===== src/rtl/rr_sel_encoder_pkg.sv =====
// Shared types and constants for the round-robin select encoder.
package rr_sel_encoder_pkg;

    localparam int unsigned N_REQ = 8;
    localparam int unsigned IDX_W = 3;

    typedef enum logic [1:0] {
        IDLE  = 2'd0,
        GRANT = 2'd1,
        GAP   = 2'd2
    } state_t;

endpackage


===== src/rtl/rr_sel_encoder_pick8.sv =====
// Rotate-priority encoder: first set request scanning last+1, last+2, ... mod N_REQ.
module rr_pick8
    import rr_sel_encoder_pkg::*;
(
    input  logic [N_REQ-1:0] req,
    input  logic [IDX_W-1:0] last,
    output logic             found_c,
    output logic [IDX_W-1:0] idx_c
);

    always_comb begin
        logic [IDX_W-1:0] cand;
        cand    = '0;
        found_c = 1'b0;
        idx_c   = '0;
        // Offset N_REQ wraps back onto last itself, so it scans with lowest priority.
        for (int unsigned i = 1; i <= N_REQ; i++) begin
            cand = last + IDX_W'(i);
            if (!found_c && req[cand]) begin
                found_c = 1'b1;
                idx_c   = cand;
            end
        end
    end

endmodule


===== src/rtl/rr_sel_encoder.sv =====
// Round-robin arbiter producing registered Sel/En for the 3-to-8 decoder,
// with bounded dwell and a one-cycle enable-low gap between grants.
module rr_sel_encoder
    import rr_sel_encoder_pkg::*;
#(
    parameter int unsigned HOLD_CYC = 4,
    parameter int unsigned CNT_W    = 8
) (
    input  logic       clk,
    input  logic       rst,
    input  logic [7:0] Req,
    input  logic       Release,
    output logic [2:0] Sel,
    output logic       En,
    output logic       Busy
);

    state_t             state, state_n;
    logic [CNT_W-1:0]   cnt, cnt_n;
    logic [IDX_W-1:0]   last, last_n;
    logic [IDX_W-1:0]   sel_n;
    logic               en_n, busy_n;
    logic               found_c;
    logic [IDX_W-1:0]   idx_c;

    rr_pick8 u_pick (
        .req     (Req),
        .last    (last),
        .found_c (found_c),
        .idx_c   (idx_c)
    );

    always_ff @(posedge clk or posedge rst) begin
        if (rst) begin
            state <= IDLE;
            cnt   <= '0;
            last  <= '1;
            Sel   <= '0;
            En    <= 1'b0;
            Busy  <= 1'b0;
        end else begin
            state <= state_n;
            cnt   <= cnt_n;
            last  <= last_n;
            Sel   <= sel_n;
            En    <= en_n;
            Busy  <= busy_n;
        end
    end

    always_comb begin
        state_n = state;
        cnt_n   = cnt;
        last_n  = last;
        sel_n   = Sel;
        unique case (state)
            IDLE: begin
                if (found_c) begin
                    sel_n   = idx_c;
                    cnt_n   = CNT_W'(HOLD_CYC - 1);
                    state_n = GRANT;
                end
            end
            GRANT: begin
                // Dwell expiry, early release and request drop share one exit path.
                if (cnt == '0 || Release || !Req[Sel]) begin
                    state_n = GAP;
                    last_n  = Sel;
                end else begin
                    cnt_n = cnt - CNT_W'(1);
                end
            end
            GAP:     state_n = IDLE;
            default: state_n = IDLE;
        endcase
        // Outputs are registered copies of the next-state decode.
        en_n   = (state_n == GRANT);
        busy_n = (state_n != IDLE);
    end

endmodule


===== config.mk =====
export PLATFORM = sky130hd
export DESIGN_NAME = rr_sel_encoder
export DESIGN_NICKNAME = d
export VERILOG_FILES = /design/src/rtl/rr_sel_encoder_pkg.sv /design/src/rtl/rr_sel_encoder_pick8.sv /design/src/rtl/rr_sel_encoder.sv
export SDC_FILE = /design/constraint.sdc
export NUM_CORES = 1
export LEC_CHECK = 0
export CELL_PAD_IN_SITES_DETAIL_PLACEMENT = 1
export CELL_PAD_IN_SITES_GLOBAL_PLACEMENT = 2
export CORE_ASPECT_RATIO = 2
export CORE_MARGIN = 2
export CORE_UTILIZATION = 33
export CTS_CLUSTER_DIAMETER = 200
export DETAILED_ROUTE_END_ITERATION = 8
export PLACE_DENSITY = 0.78
export SETUP_SLACK_MARGIN = 0.3
export SLEW_MARGIN = 20
export SYNTH_ARGS = -nofsm -noshare
export SYNTH_HDL_FRONTEND = slang
export SYNTH_SLANG_ARGS = --single-unit

===== constraint.sdc =====
create_clock -name clk -period 2.8 [get_ports clk]
set_input_delay 0.42 -clock clk [delete_from_list [all_inputs] [get_ports clk]]
set_output_delay 0.42 -clock clk [all_outputs]
set_load 0.02 [all_outputs]

==> results.cfg, run 1 <==
[timing]
rsz0062_at_grt = yes
finalCritPeriodShare = 0.984
slew_headroom = 0.535
worst_pin_slew_ns = 0.697
period_needed_ns = 2.76
fmax_ghz = 0.363
fin_setup_tns_ns = 0
hold_violations = 0
setup_viol = 0
finClkSkew_ns = 0.00339
slew_violations = 0

[worst_setup_path]
critical_path.cell_chain = clkinvlp_4, ha_4, mux4_2, mux2i_2, nand2_1, o31a_1, buf_4, or2_1
critPathKind = reg2reg
worst_ep_arrival_time_ns = 2.89
critPathMaxFanout = 6
worstPathRequired_ns = 2.94
critPathLaunchType = register
critical_path.top_delay_family = multiplexers
cp_slowest_cell = dfstp_2
slowest_delay_ns = 0.59
cp.buffers_inverters = 2
endpoint_kind = register

[final_layout]
final_layout_size_suffix_gt1_frac = 0.363
finalInstanceArea_sq_um = 2270
area_growth_pct = 34.7
diodes = 0
nNetsFinal = 228

[synthesis]
async_flop_share = 1.00
ys_top_cells_by_count = nor2_1 (18), dfrtp_1 (15), mux4_2 (14), nor2b_1 (12)
synth_most_common_cell = nor2_1
yosysSeqAreaShare = 0.270
synth_ff_type = dfrtp_1
ys_warn_count = 0
synth_nets = 184
synth.avg_cell_area_sq_um = 9.97
synth_cell_types = 45
ys_ff_latch = 18
synthTopCellsByArea = dfrtp_1 (22%), mux4_2 (19%), dfstp_2 (4.7%)
synth_largest_area_cell = dfrtp_1
synth_top_area_frac = 0.223
syn-cell-area_sq_um = 1680
synth_cells = 169
synth_edf_count = 0

[power_and_ir_drop]
powerDensity_nw_per_um2 = 1420
ir_worst_vdd_uv = 654
finalPower_mw = 3.23
cellLeakagePower_nw = 0.885

[global_route]
met3_usage = 0.0186
use_met1 = 0.181
grt_overflow = 0
antenna_found_initial = 0
grt_pass1_vias = 1789
grt_start_max_net_pins = 19
grt_pass1_wl_um = 8600
grt_use_met2 = 0.413
grt_usage = 0.208
grt-busiest-layer = met2

[route]
dr.first_iter.drc_count = 37
drt_first_pass_iters = 4
antenna_left = 0
wl_per_cell_um = 19.8
drcViolationCount = 0
avgViaCountPerCell = 5.96
vias = 1603
postRouteWirelength_um = 5320

[placed_design]
dp_hpwl_um = 4470
place_area_sq_um = 2090
globalplace.congestion = 0.845
port_buffers = 15

[min_path]
hold_path.class = reg2reg

[clock_network]
cts_tree = yes
clk_path_buf_depth = 2
numCtsBuffers = 3
root_buffer = clkbuf_8
clock-sinks = 18
clk_pin_slew_ns = 0.07
clkLatencyLatePin_ns = 0.25
cts_hold_buf = 0
htree_levels = 1

[floorplan]
coreArea_sq_um = 4910
die_area_sq_um = 5730
die_w_um = 54.5
io_pins = 16
fp.dieH_um = 105
start_util = 0.343
rows = 36

[outcome]
status = completed

[flow_run]
max-cap-violations = 0
==> through the flow <==
| step | setup slack [ns] | utilization | hold WS [ns] | instances |
|---|---|---|---|---|
| 6_report | 0.0441 | 0.462 | 0.549 | 269 |
| 5_1_grt | -0.0676 | 0.462 | 0.558 | 269 |
| 4_1_cts | 0.00882 | 0.456 | 0.548 | 268 |
| 3_5_place_dp | -0.0538 | 0.427 | 0.542 | 260 |
| 3_3_place_gp | 0.00629 | 0.427 | 0.500 | 260 |
| 2_1_floorplan | -0.141 | - | 0.356 | 169 |
==> area by class of cell <==
type	instances	area [sq um]
Clock buffer	4	45.0
Tap cell	57	71.3
Fill cell	553	2640
Multi-Input combinational cell	135	1260
Sequential cell	18	454
Timing Repair Buffer	45	392
Inverter	10	41.3
==> flip-flops by register name, indices dropped and copies added, names as in the netlist <==
register  cells
Busy          1
state         2
last          3
En            1
Sel           3
cnt           8
==> worst paths after layout <==
path,startpoint,end,slack (ns),cells past startpoint
worst max-delay path,last[0],En,0.04,8
min in group asynchronous,rst,En,0.58,2
worst max register to register,last[0],En,0.04,8
worst min-delay path,cnt[0],cnt[0],0.55,1
worst min register to register,cnt[0],cnt[0],0.55,1
max in group asynchronous,rst,Sel[0],1.78,2
==> cell usage in the layout (no fill, tap or decap), types with 3 or more instances in the layout <==
master	n
dfrtp_1	15
mux2i_1	5
nand2_1	10
nand2b_1	3
inv_1	9
dfstp_2	3
clkbuf_8	3
clkdlybuf4s50_1	15
nor2_2	4
o21ai_0	5
xnor2_1	3
mux4_2	14
a21oi_1	7
buf_4	28
nor2_4	3
nand3_1	4
xor2_1	6
nor2_1	11
nor3_1	3
nor2b_1	11
==> worst reg2reg max path, stage by stage, from the launching register on <==
cell	delay (ns)
dfstp_2	0.59
clkinvlp_4	0.12
ha_4	0.29
mux4_2	0.57
mux2i_2	0.20
nand2_1	0.11
o31a_1	0.39
buf_4	0.18
or2_1	0.20
==> metal layers <==
layer / up-vias / wire (um) / part of all wire
met5: - / 0 / 0
met4: 0 / 253 / 0.048
met3: 18 / 135 / 0.025
met2: 36 / 3340 / 0.63
met1: 832 / 1590 / 0.30
li1: 717 / - / -
==> where the power goes <==
part | leakage [nW] | total [mW] | internal, mW | switching (mW)
registers | 0.216 | 0.490 | 0.368 | 0.121
clock network | 0.0228 | 0.186 | 0.101 | 0.0847
logic | 0.646 | 2.56 | 1.25 | 1.30
==> repair_timing <==
item / CTS / global route
pin swaps: 5 / 4
buffers inserted: 4 / 1
gates cloned: 0 / 0
gates resized for setup: 17 / 10
endpoints found under the setup margin: 14 / 14
==> kinds of logic after synthesis <==
| family | synth area share |
|---|---|
| DFF | 0.270 |
| buffers and inverters | 0.0423 |
| xor gates and xnor gates | 0.0520 |
| AOI/OAI and AO/OA | 0.149 |
| adders and majority gates | 0.0297 |
| muxes | 0.269 |
| and+or+nand+nor | 0.189 |
Power figures use the tool's default switching activity.
==> inputs of run 2 (changes only) <==
- CORE_UTILIZATION: 33 -> 37
- DONT_BUFFER_PORTS: not set -> 1
- PLACE_DENSITY: 0.78 -> 0.87
==> results.cfg, run 2 (synthesis results as in run 1) <==
[outcome]
status = completed

[timing]
period_needed_ns = 2.74
finalCritPeriodShare = 0.978
rsz0062_at_grt = yes
hold_violations = 0
setup_viol = 0
fmax_ghz = 0.365
finClkSkew_ns = 0.00699
slew_violations = 0
worst_pin_slew_ns = 0.711
slew_headroom = 0.526

[final_layout]
diodes = 0
finalInstanceArea_sq_um = 2170
regMostFlops = cnt
largest_register_ffs = 8
area_growth_pct = 28.6
nNetsFinal = 206
most-common-layout-cells = buf_4 (17), dfrtp_1 (15), nor2_1 (15)
regArea_sq_um = 454
reg.largest.list = cnt x8, Sel x3, last x3
final_common_cell = buf_4
multi_input_area_sq_um = 1350
nFillCells = 482
final_layout_size_suffix_gt1_frac = 0.411

[clock_network]
htree_levels = 1
clkLatencyLatePin_ns = 0.26
clk_path_buf_depth = 2
cts_tree = yes
clock-sinks = 18
root_buffer = clkbuf_8
clk_pin_slew_ns = 0.07
cts_hold_buf = 0
numCtsBuffers = 3

[worst_setup_path]
critical_path.cell_chain = clkinvlp_4, ha_4, mux4_2, mux2i_4, nand4_4, o31a_1, or2_1, a41oi_2
critPathLaunchType = register
worstPathRequired_ns = 2.98
critPathKind = reg2reg
worst_ep_arrival_time_ns = 2.92
r2r_setup_slack_ns = 0.06
slowest_delay_ns = 0.58
reg2reg_to = cnt[1]
critPathMaxFanout = 8
endpoint_kind = register
r2r-start = last[0]
rr_worst_depth = 8
cp_slowest_cell = dfstp_2

[floorplan]
die_area_sq_um = 5140
io_pins = 16
coreArea_sq_um = 4380
start_util = 0.384
fp.dieH_um = 99.4
die_w_um = 51.7
rows = 34

[global_route]
grt_pass1_wl_um = 8020
grt_start_max_net_pins = 19
grt_usage = 0.206
antenna_found_initial = 0
grt_overflow = 0
grt_pass1_vias = 1709

[route]
avgViaCountPerCell = 5.95
wl_per_cell_um = 20.5
drt_first_pass_iters = 5
antenna_left = 0
drcViolationCount = 0
dr.first_iter.drc_count = 26
postRouteWirelength_um = 5010
vias = 1452

[flow_run]
max-cap-violations = 0

[placed_design]
dp_hpwl_um = 3750
place_area_sq_um = 1850
globalplace.congestion = 0.822
port_buffers = 0

[min_path]
hold_path.class = in2async
-- run 2: cell types whose count changed in the layout (fill, tap and decap cells not counted), sizes merged --
cell           delta
buf               -7
clkdlybuf4s50    -15
-- run 2: through the flow --
| stage | utilization | TNS (ns) | hold slack (ns) | setup WS [ns] | instances |
|---|---|---|---|---|---|
| global route | 0.494 | -0.0575 | 0.212 | -0.0295 | 244 |
| floorplan | - | -0.594 | 0.356 | -0.141 | 169 |
| CTS | 0.467 | 0 | 0.186 | 0.0951 | 242 |
| finish | 0.494 | 0 | 0.162 | 0.0622 | 244 |
| detailed placement | 0.422 | -0.161 | 0.464 | -0.117 | 231 |
| global placement | 0.422 | -0.0785 | 0.447 | -0.0785 | 231 |
-- run 2: area by class of cell --
type,count,share of cell area
inverters,10,0.0191
repair buffers,23,0.0901
clock buffers,4,0.0254
multi-input cells,135,0.624
flip-flops and latches,18,0.210
well taps,54,0.0312
-- run 2: worst max-delay path by stage --
stage	slack, ns	from	end
after global placement	-0.08	last[1]	Sel[1]
final	0.06	last[0]	cnt[1]
after detailed placement	-0.12	last[1]	Sel[1]
after CTS	0.1	last[0]	cnt[1]
after floorplan	-0.14	last[0]	En
after global routing	-0.03	last[0]	cnt[1]
-- run 2: layer usage --
| metal | track usage | share of wire |
|---|---|---|
| met1 | 0.203 | 0.32 |
| met2 | 0.398 | 0.62 |
| met3 | 0.0270 | 0.033 |
| met4 | 0.0972 | 0.035 |
| met5 | 0 | 0 |
-- run 2: worst max-delay path: cells and delay by family, from the launching register on --
kind	cells	cell delay [ns]
buffers and inverters	1	0.11
multiplexers	2	0.77
AND/OR/NAND/NOR	2	0.41
flip-flops	1	0.58
AO/OA/AOI/OAI	2	0.50
adder cells (fa/ha/maj)	1	0.29
-- run 2: what timing repair did --
| item | in CTS | in global routing |
|---|---|---|
| endpoints found under the setup margin | 14 | 16 |
| pin swaps | 5 | 12 |
| setup buffers | 7 | 2 |
| gates cloned | 0 | 0 |
| gates resized for setup | 15 | 27 |
Power of run 2 is not shown: default switching activity piles up to over one toggle a cycle in this logic, so the estimate is an artifact.
